===== src/rtl/updi_frame_packer.sv =====
// Packs CG_FSM bytes into 12-bit UPDI frames in BUFF_MEM and hands the buffer to the PHY.
// Optional BREAK word injection is enabled by defining UPDI_PACKER_BREAK_EN.
module updi_frame_packer #(
  parameter int unsigned ADDR_W = 7,
  parameter int unsigned DEPTH  = 128
) (
  input  logic              i_clk,
  input  logic              i_rstn,
  input  logic [7:0]        i_data,
  input  logic              i_valid,
  output logic              o_ready,
  input  logic              i_trans_en,
`ifdef UPDI_PACKER_BREAK_EN
  input  logic              i_break,
`endif
  output logic              o_csb0,
  output logic              o_web0,
  output logic [ADDR_W-1:0] o_addr0,
  output logic [11:0]       o_din0,
  output logic              o_ten,
  input  logic              i_tend,
  output logic [ADDR_W:0]   o_len,
  output logic              o_busy,
  output logic              o_done
);

  localparam logic [1:0] StIdle  = 2'd0;
  localparam logic [1:0] StWrite = 2'd1;
  localparam logic [1:0] StTx    = 2'd2;
  localparam logic [1:0] StDone  = 2'd3;

  localparam logic [ADDR_W:0] DepthW = (ADDR_W + 1)'(DEPTH);

  logic [1:0]        state_q, state_d;
  logic [ADDR_W:0]   wptr_q, wptr_d;
  logic              pending_q, pending_d;
  logic              ready_d, csb_d, web_d, ten_d, busy_d, done_d;
  logic [ADDR_W-1:0] addr_d;
  logic [11:0]       din_d;
  logic [ADDR_W:0]   wptr_inc;
  logic [11:0]       frame;
  logic              take_byte, take_break;

  // Start bit first, then data LSB-first, even parity, two stop bits.
  assign frame    = {2'b11, ^i_data, i_data, 1'b0};
  assign wptr_inc = wptr_q + 1'b1;

`ifdef UPDI_PACKER_BREAK_EN
  assign take_break = i_break && o_ready && (state_q == StIdle);
  assign take_byte  = i_valid && o_ready && !i_break;
`else
  assign take_break = 1'b0;
  assign take_byte  = i_valid && o_ready;
`endif

  always_comb begin
    state_d   = state_q;
    wptr_d    = wptr_q;
    pending_d = pending_q;
    csb_d     = 1'b1;
    web_d     = 1'b1;
    addr_d    = o_addr0;
    din_d     = o_din0;
    ten_d     = o_ten;
    done_d    = 1'b0;
    unique case (state_q)
      StIdle: begin
        if (take_break || take_byte) begin
          state_d = StWrite;
          din_d   = take_break ? 12'h000 : frame;
          addr_d  = wptr_q[ADDR_W-1:0];
          csb_d   = 1'b0;
          web_d   = 1'b0;
          if (i_trans_en) pending_d = 1'b1;
        end else if (i_trans_en && (wptr_q != '0)) begin
          state_d = StTx;
          ten_d   = 1'b1;
        end
      end
      StWrite: begin
        wptr_d = wptr_inc;
        // Pending request or a full buffer both start transmission right away.
        if (pending_q || (wptr_inc == DepthW)) begin
          state_d   = StTx;
          ten_d     = 1'b1;
          pending_d = 1'b0;
        end else begin
          state_d = StIdle;
        end
      end
      StTx: begin
        if (i_tend) begin
          state_d = StDone;
          ten_d   = 1'b0;
          done_d  = 1'b1;
          wptr_d  = '0;
        end
      end
      StDone: begin
        state_d = StIdle;
      end
      default: begin
        state_d = StIdle;
      end
    endcase
    busy_d  = (state_d != StIdle);
    ready_d = (state_d == StIdle) && (wptr_d < DepthW) && !pending_d;
  end

  always_ff @(posedge i_clk or negedge i_rstn) begin
    if (!i_rstn) begin
      state_q   <= StIdle;
      wptr_q    <= '0;
      pending_q <= 1'b0;
      o_ready   <= 1'b0;
      o_csb0    <= 1'b1;
      o_web0    <= 1'b1;
      o_addr0   <= '0;
      o_din0    <= '0;
      o_ten     <= 1'b0;
      o_busy    <= 1'b0;
      o_done    <= 1'b0;
    end else begin
      state_q   <= state_d;
      wptr_q    <= wptr_d;
      pending_q <= pending_d;
      o_ready   <= ready_d;
      o_csb0    <= csb_d;
      o_web0    <= web_d;
      o_addr0   <= addr_d;
      o_din0    <= din_d;
      o_ten     <= ten_d;
      o_busy    <= busy_d;
      o_done    <= done_d;
    end
  end

  assign o_len = wptr_q;

endmodule

===== config.mk =====
export PLATFORM = sky130hd
export DESIGN_NAME = updi_frame_packer
export DESIGN_NICKNAME = d
export VERILOG_FILES = /design/src/rtl/updi_frame_packer.sv
export SDC_FILE = /design/constraint.sdc
export NUM_CORES = 1
export LEC_CHECK = 0
export ABC_AREA = 0
export CAP_MARGIN = 0
export CORE_ASPECT_RATIO = 2
export CORE_MARGIN = 2
export CORE_UTILIZATION = 52
export CTS_CLUSTER_SIZE = 10
export DETAILED_ROUTE_END_ITERATION = 10
export GPL_TIMING_DRIVEN = 0
export HOLD_SLACK_MARGIN = 0.06
export PLACE_DENSITY = 0.84
export SETUP_SLACK_MARGIN = 0.4
export SLEW_MARGIN = 20
export SYNTH_ARGS = -nofsm -noshare
export SYNTH_HDL_FRONTEND = slang
export SYNTH_SLANG_ARGS = --single-unit

===== constraint.sdc =====
create_clock -name i_clk -period 3.2 [get_ports i_clk]
set_clock_uncertainty 0.05 [all_clocks]
set_input_delay 0.96 -clock i_clk [delete_from_list [all_inputs] [get_ports i_clk]]
set_output_delay 0.96 -clock i_clk [all_outputs]
set_load 0.02 [all_outputs]

* Yosys cells after proc, flatten, opt, wreduce, memory -nomap -nowiden
Index checks and enable logic that the tools add are counted.
** Storage, ports and cells
- Flip-flop bits (word level) :: 33
- Word-level logic and storage cells :: 54
- Output and inout bits :: 33
- Input bits :: 13
** Cells by class
- $add $sub $neg :: 1
- Eq/ne operators :: 8
- Reduce and logical (&&, ||, !) cells :: 14
- Order comparisons :: 1
- Mux-type cells :: 20
** Operators with widths (count)
- $pmux 8 s2 :: 1
- $mux 1 :: 11
- $add 8x1->8 const B :: 1
- $eq 8x8->1 const B :: 1
- $lt 8x8->1 const B :: 1
- $mux 2 :: 4
- $mux 8 :: 1
- $ne 2x2->1 const B :: 4
- $pmux 2 s4 :: 1
- $reduce_bool 8->1 :: 1
- $reduce_xor 8->1 :: 1
- $reduce_and 5->1 :: 1
- $eq 2x2->1 const B :: 2
- $logic_and 1x1->1 :: 4
- $logic_not 2->1 :: 2
- $pmux 1 s3 :: 1
- $reduce_bool 3->1 :: 1
- $eq 2x1->1 const B :: 1
- $pmux 1 s2 :: 1
- $reduce_and 2->1 :: 1
- $reduce_bool 2->1 :: 1
- $logic_not 1->1 :: 1
- $logic_or 1x1->1 :: 1

* Depth between registers and ports, before layout
- Depth in word-level cells :: 8
- Gate-level depth with buffers :: 7
- Mapped depth without buffers :: 6

* Worst setup path before layout
No wires, ideal clock.
- Path kind :: input -> register
- Start :: input i_valid
- End :: register o_din0[7]
- Cell stages on the path :: 4
- Setup slack :: 1.160 ns
- Required time :: 3.025 ns
- Setup time :: 0.125 ns
- Buffers on the path :: 1
- Arrival :: 1.866 ns
- Path through :: and3_2 > inv_1 > clkbuf_1 > mux2_2
** Between the ends
- Word-level cells in the longest chain between the ends :: 2
** Ends and longest elaborated chain
- start: declaration :: RTL line 10 : input logic i_valid,
- $logic_and 1x1->1 :: RTL line 53 : assign take_byte = i_valid && o_ready;
- $reduce_and 2->1 (no line)
- end signal: assignment :: RTL line 131 : o_din0 <= din_d;
- end: declaration :: RTL line 19 : output logic [11:0] o_din0,
No other way between the ends.
A chain may end at the register's enable or synchronous reset.

* Worst setup path in the final report
- Start :: register o_web0
- End :: output o_web0
** RTL lines
- start: declaration :: RTL line 17 : output logic o_web0,
- start signal: assignment :: RTL line 129 : o_web0 <= web_d;
No word-level cell between the ends.

==> out/qor.yml <==
p_per_area_nw_per_um2: 765.8
grt_overflow: 0
fp.dieW_um: 45.29
drtAntennaViolNets: 0
grt_pass1_wl_um: 6603
start_util_pct: 53.07
yosysTopAreaCell: "dfrtp_1"
cts_root_buf: "clkbuf_8"
endpoint_kind: "output pin"
worstMarginPinSlew_ps: 717.9
hold_path.class: "register to register"
dp_hpwl_um: 3124
clkTransAtPathRegs_ps: 60
tns_ps: 0
placed_area_um2: 2248
finalSetupViolCount: 0
synth.distinct_cells: 50
grt_usage_pct: 23.62
power.leakage_nw: 0.9931
htreeDepth: 2
worstSkewPairLatency_ps: 290
portBuffers: 44
ios: 46
grt_pass1_vias: 1403
synth_cells: 161
syn_area_um2: 1773
postSynthAreaPerCell_um2: 11.01
drt-initial-drc-count: 31
wl_um: 4063
hold_viol_final: 0
async_flop_share_pct: 100.0
area_delta_synth_final_pct: 31.48
die_y_um: 86.58
nNetsFinal: 231
cts.sinks: 33
critPathArrivalTime_ps: 1490
firstDrtPassIters: 4
drc: 0
clk_path_buf_depth: 2
synth.top_cell.area_share_pct: 45.17
tritoncts: "built"
crit_type: "register to output pin"
crit_path_start_kind: "register"
slew_violations: 0
wl_per_cell_um: 16.58
gp_congestion: 0.8724
maxCapViolCount: 0
cts_setup_buffers: 0
relSlewSlack_pct: 52.14
fp-row-count: 30
viasPerCell: 5.910
diodes: 0
antenna_found_initial: 0
vias: 1448
grt_max_degree: 34
period_needed_ps: 2501
cts_made_buffers: 5
cts_resized: 0
peakVddDrop_v: 0.0005977
drive_gt1_share_pct: 20.19
synth_ff_type: "dfrtp_1"
ys_ff_latch: 33
period_share_pct: 78.15
dieArea_um2: 3921
cp.required_ps: 2190
ys_seq_area_share_pct: 46.65
synth_enable_flop_cells: 0
cp_max_fo: 2
synth-warning-count: 0
status: "completed"
syn-num-nets: 180
core_um2: 3341
holdBufCountCts: 0
fmax_mhz: 399.9
rsz0062_at_grt: "no"
design_area_um2: 2331
ys_top_cells_by_area: "dfrtp_1, mux2_2, ha_1"
==> cells in the mapped netlist (all sizes together), types with 2 or more instances <==
| cell type | number |
|---|---|
| dfrtp | 32 |
| nor3 | 2 |
| nor2b | 3 |
| buf | 5 |
| nand2 | 11 |
| nor2 | 8 |
| or3 | 2 |
| o211ai | 4 |
| xnor2 | 7 |
| nand3b | 2 |
| inv | 7 |
| nand4 | 2 |
| or4 | 2 |
| o21ai | 9 |
| a31o | 2 |
| nand2b | 3 |
| nand3 | 3 |
| a22o | 4 |
| mux2i | 2 |
| a21oi | 5 |
| ha | 6 |
| clkbuf | 7 |
| mux2 | 13 |
==> cell families after synthesis <==
| group | Yosys count | synth area share (%) |
|---|---|---|
| xor gates and xnor gates | 7 | 3.458 |
| and+or+nand+nor | 46 | 15.46 |
| adders and majority gates | 6 | 4.234 |
| AOI/OAI and AO/OA | 34 | 13.83 |
| buffers and inverters | 19 | 6.775 |
| DFF | 33 | 46.65 |
| other | 1 | 0.2115 |
| muxes | 15 | 9.386 |
==> sequential cells by signal (all words and copies together), names as in the netlist <==
signal and count:
o_ready 1, state_q 2, o_addr0 7, o_ten 1
pending_q 1, o_len 8, o_busy 1, o_web0 1
o_done 1, o_din0 10
==> final cells by class <==
class / count / area, um^2
repair buffers: 44 / 435.4
clock inverters: 2 / 10.01
well taps: 32 / 40.04
inverters: 7 / 26.28
flip-flops and latches: 33 / 827.0
fillers: 265 / 1010
multi-input cells: 109 / 825.8
plain buffers: 12 / 93.84
clock buffers: 6 / 72.57
==> layout by cell type (no fill, tap or decap), drive strengths merged, types with 6 or more instances in the layout <==
master	count
clkdlybuf4s50	43
dfrtp	32
mux2	13
clkbuf	13
nand2	11
o21ai	9
nor2	8
inv	7
xnor2	7
ha	6
buf	6
==> critical path, cell delays in order (launching register included) <==
cell	delay [ps]
dfstp_2	530
buf_4	90
clkdlybuf4s50_1	580
==> through the flow <==
stage	hold slack [ps]	power, mW	utilization [%]	setup WS, ps	cells
after floorplan	487.6	1.123	-	1160	161
after global placement	414.6	1.455	67.45	534.4	237
after detailed placement	438.8	1.495	67.30	524.6	237
after CTS	453.3	1.799	69.78	689.6	245
after global routing	465.0	1.892	69.78	634.3	245
final	440.9	1.785	69.78	699.3	245
==> layer usage <==
layer	up-vias	wire [um]	GRT usage, %
met5	-	0	0
met4	0	104	12.57
met3	11	208	5.000
met2	55	2341	43.38
met1	703	1409	22.80
li1	679	-	-
==> power breakdown <==
group	internal, mW	leakage (nW)	switching, mW
registers	0.545	0.426	0.0938
clock network	0.150	0.0450	0.147
logic	0.416	0.522	0.432
total	1.11	0.993	0.673
==> worst paths after layout <==
path / from / to / slack [ps] / depth (start not counted)
worst max-delay path: o_web0 / o_web0 / 700 / 2
worst min-delay path: o_din0[9] / o_din0[9] / 440 / 2
worst max register to register: state_q[0] / o_busy / 1090 / 6
worst min register to register: o_din0[9] / o_din0[9] / 440 / 2
max in group asynchronous: i_rstn / pending_q / 1970 / 1
min in group asynchronous: i_rstn / o_done / 670 / 1
(Power assumes the default switching activity.)
